[src/rtl/write_flash_page.sv]
// Page-program sequencer: issues WRITE ENABLE, then PAGE PROGRAM (cmd, 3 address
// bytes, PAGE_LEN streamed data bytes) to the shared SPI request engine.
module write_flash_page #(
  parameter int unsigned SSIZE       = 1,
  parameter int unsigned DSIZE       = 8,
  parameter int unsigned PAGE_LEN    = 256,
  parameter logic [7:0]  WREN_CMD    = 8'h06,
  parameter logic [7:0]  PROG_CMD_X1 = 8'h02,
  parameter logic [7:0]  PROG_CMD_X4 = 8'h32
) (
  input  logic             clock,
  input  logic             rst_n,
  input  logic             start,
  input  logic [23:0]      page_addr,
  output logic             busy,
  output logic             done,
  output logic             error,
  input  logic             in_valid,
  input  logic [DSIZE-1:0] in_data,
  output logic             in_ready,
  output logic             req,
  input  logic             req_busy,
  output logic [23:0]      req_len,
  output logic [23:0]      req_wr_len,
  output logic [2:0]       req_cmd,
  input  logic             clk_en,
  output logic             wr_vld,
  input  logic             wr_ready,
  output logic [DSIZE-1:0] wr_data,
  input  logic             rd_vld,
  input  logic [DSIZE-1:0] rd_data,
  output logic             rd_ready
);

  localparam logic [23:0] WREN_LEN = 24'(8 / SSIZE);
  localparam logic [23:0] PP_LEN   = 24'((PAGE_LEN + 4) * 8 / SSIZE);
  localparam logic [8:0]  LAST_IDX = 9'(PAGE_LEN - 1);
  localparam logic [7:0]  PROG_CMD = (SSIZE == 1) ? PROG_CMD_X1 : PROG_CMD_X4;

  typedef enum logic [2:0] {
    IDLE, WREN_REQ, WREN_EXEC, PP_REQ, PP_EXEC, FSH
  } req_state_e;

  typedef enum logic [2:0] {
    DIDLE, SEND_WREN, SEND_CMD, ADDR2, ADDR1, ADDR0, SEND_DATA, WAIT_END
  } dat_state_e;

  req_state_e       rs_q;
  dat_state_e       ds_q;
  logic [23:0]      addr_q;
  logic [DSIZE-1:0] byte_q;
  logic             vld_q;
  logic [8:0]       cnt_q;
  logic             req_q;
  logic             busy_q;
  logic             done_q;
  logic             err_q;
  logic [23:0]      len_q;
  logic [2:0]       cmd_q;

  logic data_phase;
  logic strobe;
  logic xfer;
  logic unused_rd;

  // Data bytes bypass the byte register so the stream adds no latency.
  assign data_phase = (ds_q == SEND_DATA);
  assign strobe     = wr_ready && clk_en;
  assign wr_vld     = data_phase ? in_valid : vld_q;
  assign wr_data    = data_phase ? in_data  : byte_q;
  assign in_ready   = data_phase && strobe;
  assign xfer       = wr_vld && strobe;

  assign busy       = busy_q;
  assign done       = done_q;
  assign error      = err_q;
  assign req        = req_q;
  assign req_len    = len_q;
  assign req_wr_len = len_q;
  assign req_cmd    = cmd_q;
  assign rd_ready   = 1'b1;
  assign unused_rd  = ^{rd_vld, rd_data};

  always_ff @(posedge clock or negedge rst_n) begin
    if (!rst_n) begin
      rs_q   <= IDLE;
      ds_q   <= DIDLE;
      addr_q <= '0;
      byte_q <= '0;
      vld_q  <= 1'b0;
      cnt_q  <= '0;
      req_q  <= 1'b0;
      busy_q <= 1'b0;
      done_q <= 1'b0;
      err_q  <= 1'b0;
      len_q  <= '0;
      cmd_q  <= '0;
    end else begin
      done_q <= 1'b0;

      case (ds_q)
        SEND_WREN: if (xfer) begin
          ds_q  <= WAIT_END;
          vld_q <= 1'b0;
        end
        SEND_CMD: if (xfer) begin
          ds_q   <= ADDR2;
          byte_q <= DSIZE'(addr_q[23:16]);
        end
        ADDR2: if (xfer) begin
          ds_q   <= ADDR1;
          byte_q <= DSIZE'(addr_q[15:8]);
        end
        ADDR1: if (xfer) begin
          ds_q   <= ADDR0;
          byte_q <= DSIZE'(addr_q[7:0]);
        end
        ADDR0: if (xfer) begin
          ds_q  <= SEND_DATA;
          vld_q <= 1'b0;
        end
        SEND_DATA: begin
          if (strobe && !in_valid) err_q <= 1'b1;
          if (xfer) begin
            cnt_q <= cnt_q + 9'd1;
            if (cnt_q == LAST_IDX) ds_q <= WAIT_END;
          end
        end
        default: ;
      endcase

      // Request FSM is evaluated last so an abort overrides any data-FSM step.
      case (rs_q)
        IDLE: if (start) begin
          rs_q   <= WREN_REQ;
          busy_q <= 1'b1;
          err_q  <= 1'b0;
          addr_q <= page_addr;
          len_q  <= WREN_LEN;
          cmd_q  <= 3'b001;
        end
        WREN_REQ: begin
          if (req_busy) begin
            req_q  <= 1'b0;
            rs_q   <= WREN_EXEC;
            ds_q   <= SEND_WREN;
            byte_q <= DSIZE'(WREN_CMD);
            vld_q  <= 1'b1;
          end else begin
            req_q <= 1'b1;
          end
        end
        WREN_EXEC: if (!req_busy) begin
          if (ds_q == WAIT_END) begin
            rs_q  <= PP_REQ;
            len_q <= PP_LEN;
          end else begin
            err_q  <= 1'b1;
            rs_q   <= FSH;
            done_q <= 1'b1;
          end
          ds_q  <= DIDLE;
          vld_q <= 1'b0;
        end
        PP_REQ: begin
          if (req_busy) begin
            req_q  <= 1'b0;
            rs_q   <= PP_EXEC;
            ds_q   <= SEND_CMD;
            byte_q <= DSIZE'(PROG_CMD);
            vld_q  <= 1'b1;
            cnt_q  <= '0;
          end else begin
            req_q <= 1'b1;
          end
        end
        PP_EXEC: if (!req_busy) begin
          if (ds_q != WAIT_END) err_q <= 1'b1;
          rs_q   <= FSH;
          done_q <= 1'b1;
          ds_q   <= DIDLE;
          vld_q  <= 1'b0;
        end
        FSH: begin
          rs_q   <= IDLE;
          busy_q <= 1'b0;
        end
        default: rs_q <= IDLE;
      endcase
    end
  end

endmodule

[config.mk]
export PLATFORM = sky130hd
export DESIGN_NAME = write_flash_page
export DESIGN_NICKNAME = d
export VERILOG_FILES = /design/src/rtl/write_flash_page.sv
export SDC_FILE = /design/constraint.sdc
export NUM_CORES = 1
export LEC_CHECK = 0
export BUFFER_PORTS_ARGS = -buffer_cell sky130_fd_sc_hd__buf_4
export CAP_MARGIN = 10
export CORE_AREA = 2 2 100 102
export CTS_BUF_LIST = sky130_fd_sc_hd__clkbuf_4 sky130_fd_sc_hd__clkbuf_8 sky130_fd_sc_hd__clkbuf_16
export CTS_CLUSTER_SIZE = 10
export DETAILED_ROUTE_END_ITERATION = 16
export DIE_AREA = 0 0 102 104
export GPL_TIMING_DRIVEN = 1
export REMOVE_ABC_BUFFERS = 1
export SLEW_MARGIN = 20
export SYNTH_ARGS = -nofsm -noshare
export SYNTH_HDL_FRONTEND = slang
export SYNTH_SLANG_ARGS = --single-unit
[constraint.sdc]
create_clock -name clock -period 2.41 [get_ports clock]
set_clock_uncertainty 0.05 [all_clocks]
set_input_delay 0.482 -clock clock [delete_from_list [all_inputs] [get_ports clock]]
set_output_delay 0.482 -clock clock [all_outputs]
set_load 0.05 [all_outputs]
==> flow_summary_export.csv, run 1 <==
group,metric,value,unit
outcome,status,"completed",
pwr,power_density,1231,mW/mm²
timing,slew_viol_final,0,
timing,slew-limit-headroom,0.5292,
synthesis,yosysWarnings,0,
timing,period_needed,2209,ps
synthesis,synth_edf_count,0,
drt,wl_per_cell,13.31,µm
clock_network,clk_pin_slew_worst_paths,110,ps
final_layout,syn_to_final_growth,16.06,%
drt,routed_wl,6777,µm
clock_network,cts_resized,0,
drt,drcViolationCount,0,
clock_network,hold_buffers,0,
grt,grt_usage,0.1339,
clock_network,postCtsSetupBuffers,0,
grt,grt_pass1_vias,2224,
synthesis,syn_area_per_cell,10.07,µm²
synthesis,syn_area,0.003233,mm²
synthesis,ys_async_sr_fraction,1.000,
timing,rsz0062_at_grt,"false",
timing,postLayoutSetupSlackWorst,201.3,ps
grt,grt_max_degree,56,
timing,hold_violations,0,
worst_setup_path,crit_fanout,11,
die,die_y,104,µm
drt,vias_per_cell,4.603,
clock_network,htreeDepth,2,
timing,period_share,0.9165,
synthesis,synth_top_flop_cell,"dfrtp_1",
die,num_rows,36,
synthesis,synth_cells,321,
worst_setup_path,worstPathRequired,1880,ps
die,start_util,0.3386,
synthesis,synth-seq-cells,55,
die,die-area,0.01061,mm²
worst_setup_path,cp-start-kind,"flop",
worst_setup_path,end_kind,"output pin",
min_path,worst_hold_path_type,"primary input to asynchronous set/reset pin",
clock_network,cts_sinks,55,
timing,setup_viol,0,
timing,finalHoldWorstSlack,149.5,ps
flow_run,drv_cap,0,
pwr,irDropWorstVdd,0.7007,mV
synthesis,seq_area_frac_synth,0.4257,
drt,ant_nets,0,
clock_network,cts-buffers-inserted,5,
worst_setup_path,arrival,1680,ps
placement,dp_hpwl,4904,µm
clock_network,clockBufferDepth,2,
final_layout,diodes,0,
placement,place_ws,357.5,ps
final_layout,layout_common_cells,"buf_4 (66), dfrtp_1 (55), conb_1 (45)",
pwr,p_leak,1.738,nW
final_layout,drive_gt1_frac,0.3085,
clock_network,cts_tree,"done",
clock_network,clock_latency,320,ps
grt,overflow,0,
die,coreArea,0.009549,mm²
die,die_x,102,µm
worst_setup_path,crit_type,"flop to output pin",
drt,vias,2343,
placement,gp_congestion,0.7584,
placement,portBuffers,59,
final_layout,fin_nets,425,
grt,grt_pass1_wl,11280,µm
synthesis,yosysUniqueCellTypes,44,
drt,first_iter_violations,81,
grt,antenna_found_initial,0,
die,ioPinCount,114,
timing,tightest_slew,706.2,ps
timing,fmax,452.7,MHz
clock_network,cts_root_buf,"clkbuf_8",
drt,first_pass_iters,4,
final_layout,final_common_cell,"buf_4",
==> power breakdown <==
part,internal [W],switching (W),leakage [nW]
combinational,0.000980,0.00149,1.03
sequential,0.00131,0.000319,0.672
clock,0.000203,0.000315,0.0402
==> final timing paths <==
kind                         startpoint         end  slack, ps  cells after the start
setup reg to reg               cnt_q[0]     ds_q[0]        380                      9
min in group clock         page_addr[3]   addr_q[3]        340                      2
setup / recovery                ds_q[1]  wr_data[3]        200                      4
max in group asynchronous         rst_n   addr_q[0]       1680                      1
hold / removal                    rst_n       error        150                      1
hold reg to reg              req_cmd[0]  req_cmd[0]        440                      1
==> through the flow <==
stage | TNS [ps] | instance area (µm²) | util | total power (W) | cells
floorplan | -19090 | 2957 | - | 0.003410 | 300
global route | 0 | 3752 | 0.3930 | 0.004951 | 509
finish | 0 | 3752 | 0.3930 | 0.004618 | 509
CTS | 0 | 3752 | 0.3930 | 0.004672 | 509
detailed placement | 0 | 3664 | 0.3836 | 0.004142 | 501
global placement | 0 | 3664 | 0.3836 | 0.004082 | 501
==> kinds of logic (layout without fill, tap and decap cells) <==
family	count (synthesis)	count (layout)	share of synthesized area
flip-flops	55	55	0.4257
other	2	45	0.002323
AND/OR/NAND/NOR	94	94	0.1451
AO/OA/AOI/OAI	47	47	0.09946
XOR/XNOR	9	9	0.02438
buffers and inverters	67	79	0.1389
multiplexers	45	45	0.1563
adder cells (fa/ha/maj)	2	2	0.007739
==> layout make-up <==
class                           count  area (µm²)
Fill cell                         989        5797
Multi-Input combinational cell    242        1574
Sequential cell                    55        1376
Timing Repair Buffer               68       535.5
Tap cell                          133       166.4
Clock buffer                        5       68.82
Clock inverter                      3       20.02
Inverter                            3       11.26
==> flip-flops by register name, indices dropped and copies added (netlist names) <==
| register | flops |
|---|---|
| addr_q | 24 |
| busy | 1 |
| byte_q | 8 |
| cnt_q | 9 |
| done | 1 |
| ds_q | 3 |
| error | 1 |
| req | 1 |
| req_cmd | 1 |
| req_len | 2 |
| rs_q | 3 |
| vld_q | 1 |
==> cell usage after synthesis (3+ instances only) <==
master,count,share of area
xnor2_1,3,0.0081
nand4_1,3,0.0058
xor2_1,6,0.016
o211a_1,5,0.015
and3_1,4,0.0077
dfrtp_1,55,0.43
nand2_1,17,0.020
a21oi_1,15,0.023
a211oi_1,3,0.0070
o21ai_0,7,0.011
buf_4,51,0.12
clkbuf_1,7,0.0081
o2111ai_1,5,0.014
nand3_1,20,0.031
nor2_1,22,0.026
nor3_1,9,0.014
inv_1,3,0.0035
nand2b_1,8,0.015
buf_2,5,0.0077
nor2b_1,3,0.0058
mux2i_1,10,0.031
mux2_2,34,0.12
==> metal layers <==
metal  global-route usage  share of wire  vias up
met5                    0              0        -
met3              0.02823          0.056        6
met1               0.1934           0.47     1115
li1                     -              -     1141
met4              0.04095          0.013        0
met2               0.2002           0.46       81
==> critical path, cell delays in order (launching register included) <==
cell	delay [ps]
dfrtp_1	430
nand3b_4	210
buf_4	200
mux2_2	330
buf_4	190
Power figures use the tool's default switching activity.
==> run 2: changes to the inputs <==
--- a/config.mk
+++ b/config.mk
@@ -13,6 +13,7 @@
 export DETAILED_ROUTE_END_ITERATION = 16
 export DIE_AREA = 0 0 102 104
 export GPL_TIMING_DRIVEN = 1
+export MAX_ROUTING_LAYER = met4
 export REMOVE_ABC_BUFFERS = 1
 export SLEW_MARGIN = 20
 export SYNTH_ARGS = -nofsm -noshare
==> flow_summary_export.csv, run 2 (same netlist as run 1, synthesis figures left out) <==
group,metric,value,unit
placement,dpl_cell_area,0.003664,mm²
clock_network,hold_buffers,0,
final_layout,stdcell_area,0.003752,mm²
worst_setup_path,worstPathRequired,1880,ps
placement,dp_hpwl,4904,µm
drt,wl_per_cell,13.28,µm
timing,rsz0062_at_grt,"false",
flow_run,drv_cap,0,
timing,slew_viol_final,0,
final_layout,regMostFlops,"addr_q",
clock_network,postCtsSetupBuffers,0,
final_layout,drive_gt1_frac,0.3085,
worst_setup_path,arrival,1680,ps
timing,tightest_slew,696.8,ps
drt,first_pass_iters,5,
timing,finalHoldWorstSlack,156.3,ps
drt,routed_wl,6762,µm
placement,portBuffers,59,
worst_setup_path,reg2reg_depth,9,
final_layout,diodes,0,
worst_setup_path,end_kind,"output pin",
worst_setup_path,cp-start-kind,"flop",
timing,period_needed,2211,ps
clock_network,clk_pin_slew_worst_paths,100,ps
final_layout,final_common_cell,"buf_4",
timing,slew-limit-headroom,0.5355,
grt,grt_pass1_vias,2227,
final_layout,reg.largest.list,"addr_q: 24 flops, cnt_q: 9 flops, byte_q: 8 flops",
timing,period_share,0.9173,
final_layout,fin_nets,425,
grt,grt_pass1_wl,11290,µm
die,die_x,102,µm
worst_setup_path,rr_endpoint,"ds_q[0]",
drt,drcViolationCount,0,
die,ioPinCount,114,
placement,gp_congestion,0.7683,
worst_setup_path,crit_type,"flop to output pin",
final_layout,layout_common_cells,"buf_4 (66), dfrtp_1 (55), conb_1 (45)",
grt,overflow,0,
pwr,power,0.004616,W
worst_setup_path,crit_fanout,11,
clock_network,clock_latency,320,ps
drt,vias,2342,
clock_network,cts_root_buf,"clkbuf_8",
drt,first_iter_violations,81,
drt,ant_nets,0,
die,die-area,0.01061,mm²
pwr,power_density,1230,mW/mm²
placement,place_ws,357.5,ps
worst_setup_path,r2r_start,"cnt_q[0]",
min_path,worst_hold_path_type,"primary input to asynchronous set/reset pin",
clock_network,clockBufferDepth,2,
pwr,p_leak,1.738,nW
timing,hold_violations,0,
final_layout,syn_to_final_growth,16.06,%
clock_network,cts_sinks,55,
grt,antenna_found_initial,0,
die,start_util,0.3386,
grt,grt_usage,0.1374,
grt,grt_max_degree,56,
die,die_y,104,µm
die,coreArea,0.009549,mm²
timing,setup_viol,0,
clock_network,cts_resized,0,
drt,vias_per_cell,4.601,
timing,fmax,452.4,MHz
die,num_rows,36,
clock_network,htreeDepth,2,
pwr,irDropWorstVdd,0.7001,mV
timing,postLayoutSetupSlackWorst,199.3,ps
final_layout,largest_register_ffs,24,
clock_network,cts_tree,"done",
clock_network,cts-buffers-inserted,5,
outcome,status,"completed",
worst_setup_path,rrSetupSlack,370,ps
-- run 2: cell counts in the layout (fill, tap and decap cells not counted) --
No cell type changed its count.
-- run 2: worst max-delay path by stage --
stage                         from         end  slack (ps)  cells past startpoint
after global routing       ds_q[0]  wr_data[3]         120                      4
after detailed placement  wr_ready   byte_q[5]         360                      7
final                      ds_q[1]  wr_data[3]         200                      4
after global placement    wr_ready   byte_q[7]         400                      7
after floorplan            rs_q[2]   addr_q[0]        -700                      3
after CTS                  ds_q[1]  wr_data[3]         180                      4
-- run 2: metal layers --
metal | up-vias | global-route usage | part of all wire
met5 | - | - | 0
met4 | 0 | 0.04095 | 0.013
met3 | 9 | 0.02823 | 0.058
met2 | 84 | 0.2011 | 0.46
met1 | 1109 | 0.1921 | 0.47
li1 | 1140 | - | -
-- run 2: cell type report --
cell class,count,area (µm²)
clock buffers,5,68.82
clock inverters,3,20.02
fillers,989,5797
inverters,3,11.26
multi-input cells,242,1574
flip-flops and latches,55,1376
well taps,133,166.4
repair buffers,68,535.5
-- run 2: where the power goes --
group | switching, W | total (W) | internal (W)
registers | 0.000318 | 0.00163 | 0.00131
logic | 0.00148 | 0.00246 | 0.000981
clock network | 0.000316 | 0.000519 | 0.000203
total | 0.00212 | 0.00462 | 0.00250
-- run 2: critical path, stage by stage, from the launching register on --
cell and delay (ps):
dfrtp_1 430, nand3b_4 210, buf_4 200, mux2_2 330
buf_4 190
-- run 2: through the flow --
step / utilization / cells / setup TNS, ps
after CTS: 0.3930 / 509 / 0
after floorplan: - / 300 / -19090
final: 0.3930 / 509 / 0
after detailed placement: 0.3836 / 501 / 0
after global placement: 0.3836 / 501 / 0
after global routing: 0.3930 / 509 / 0
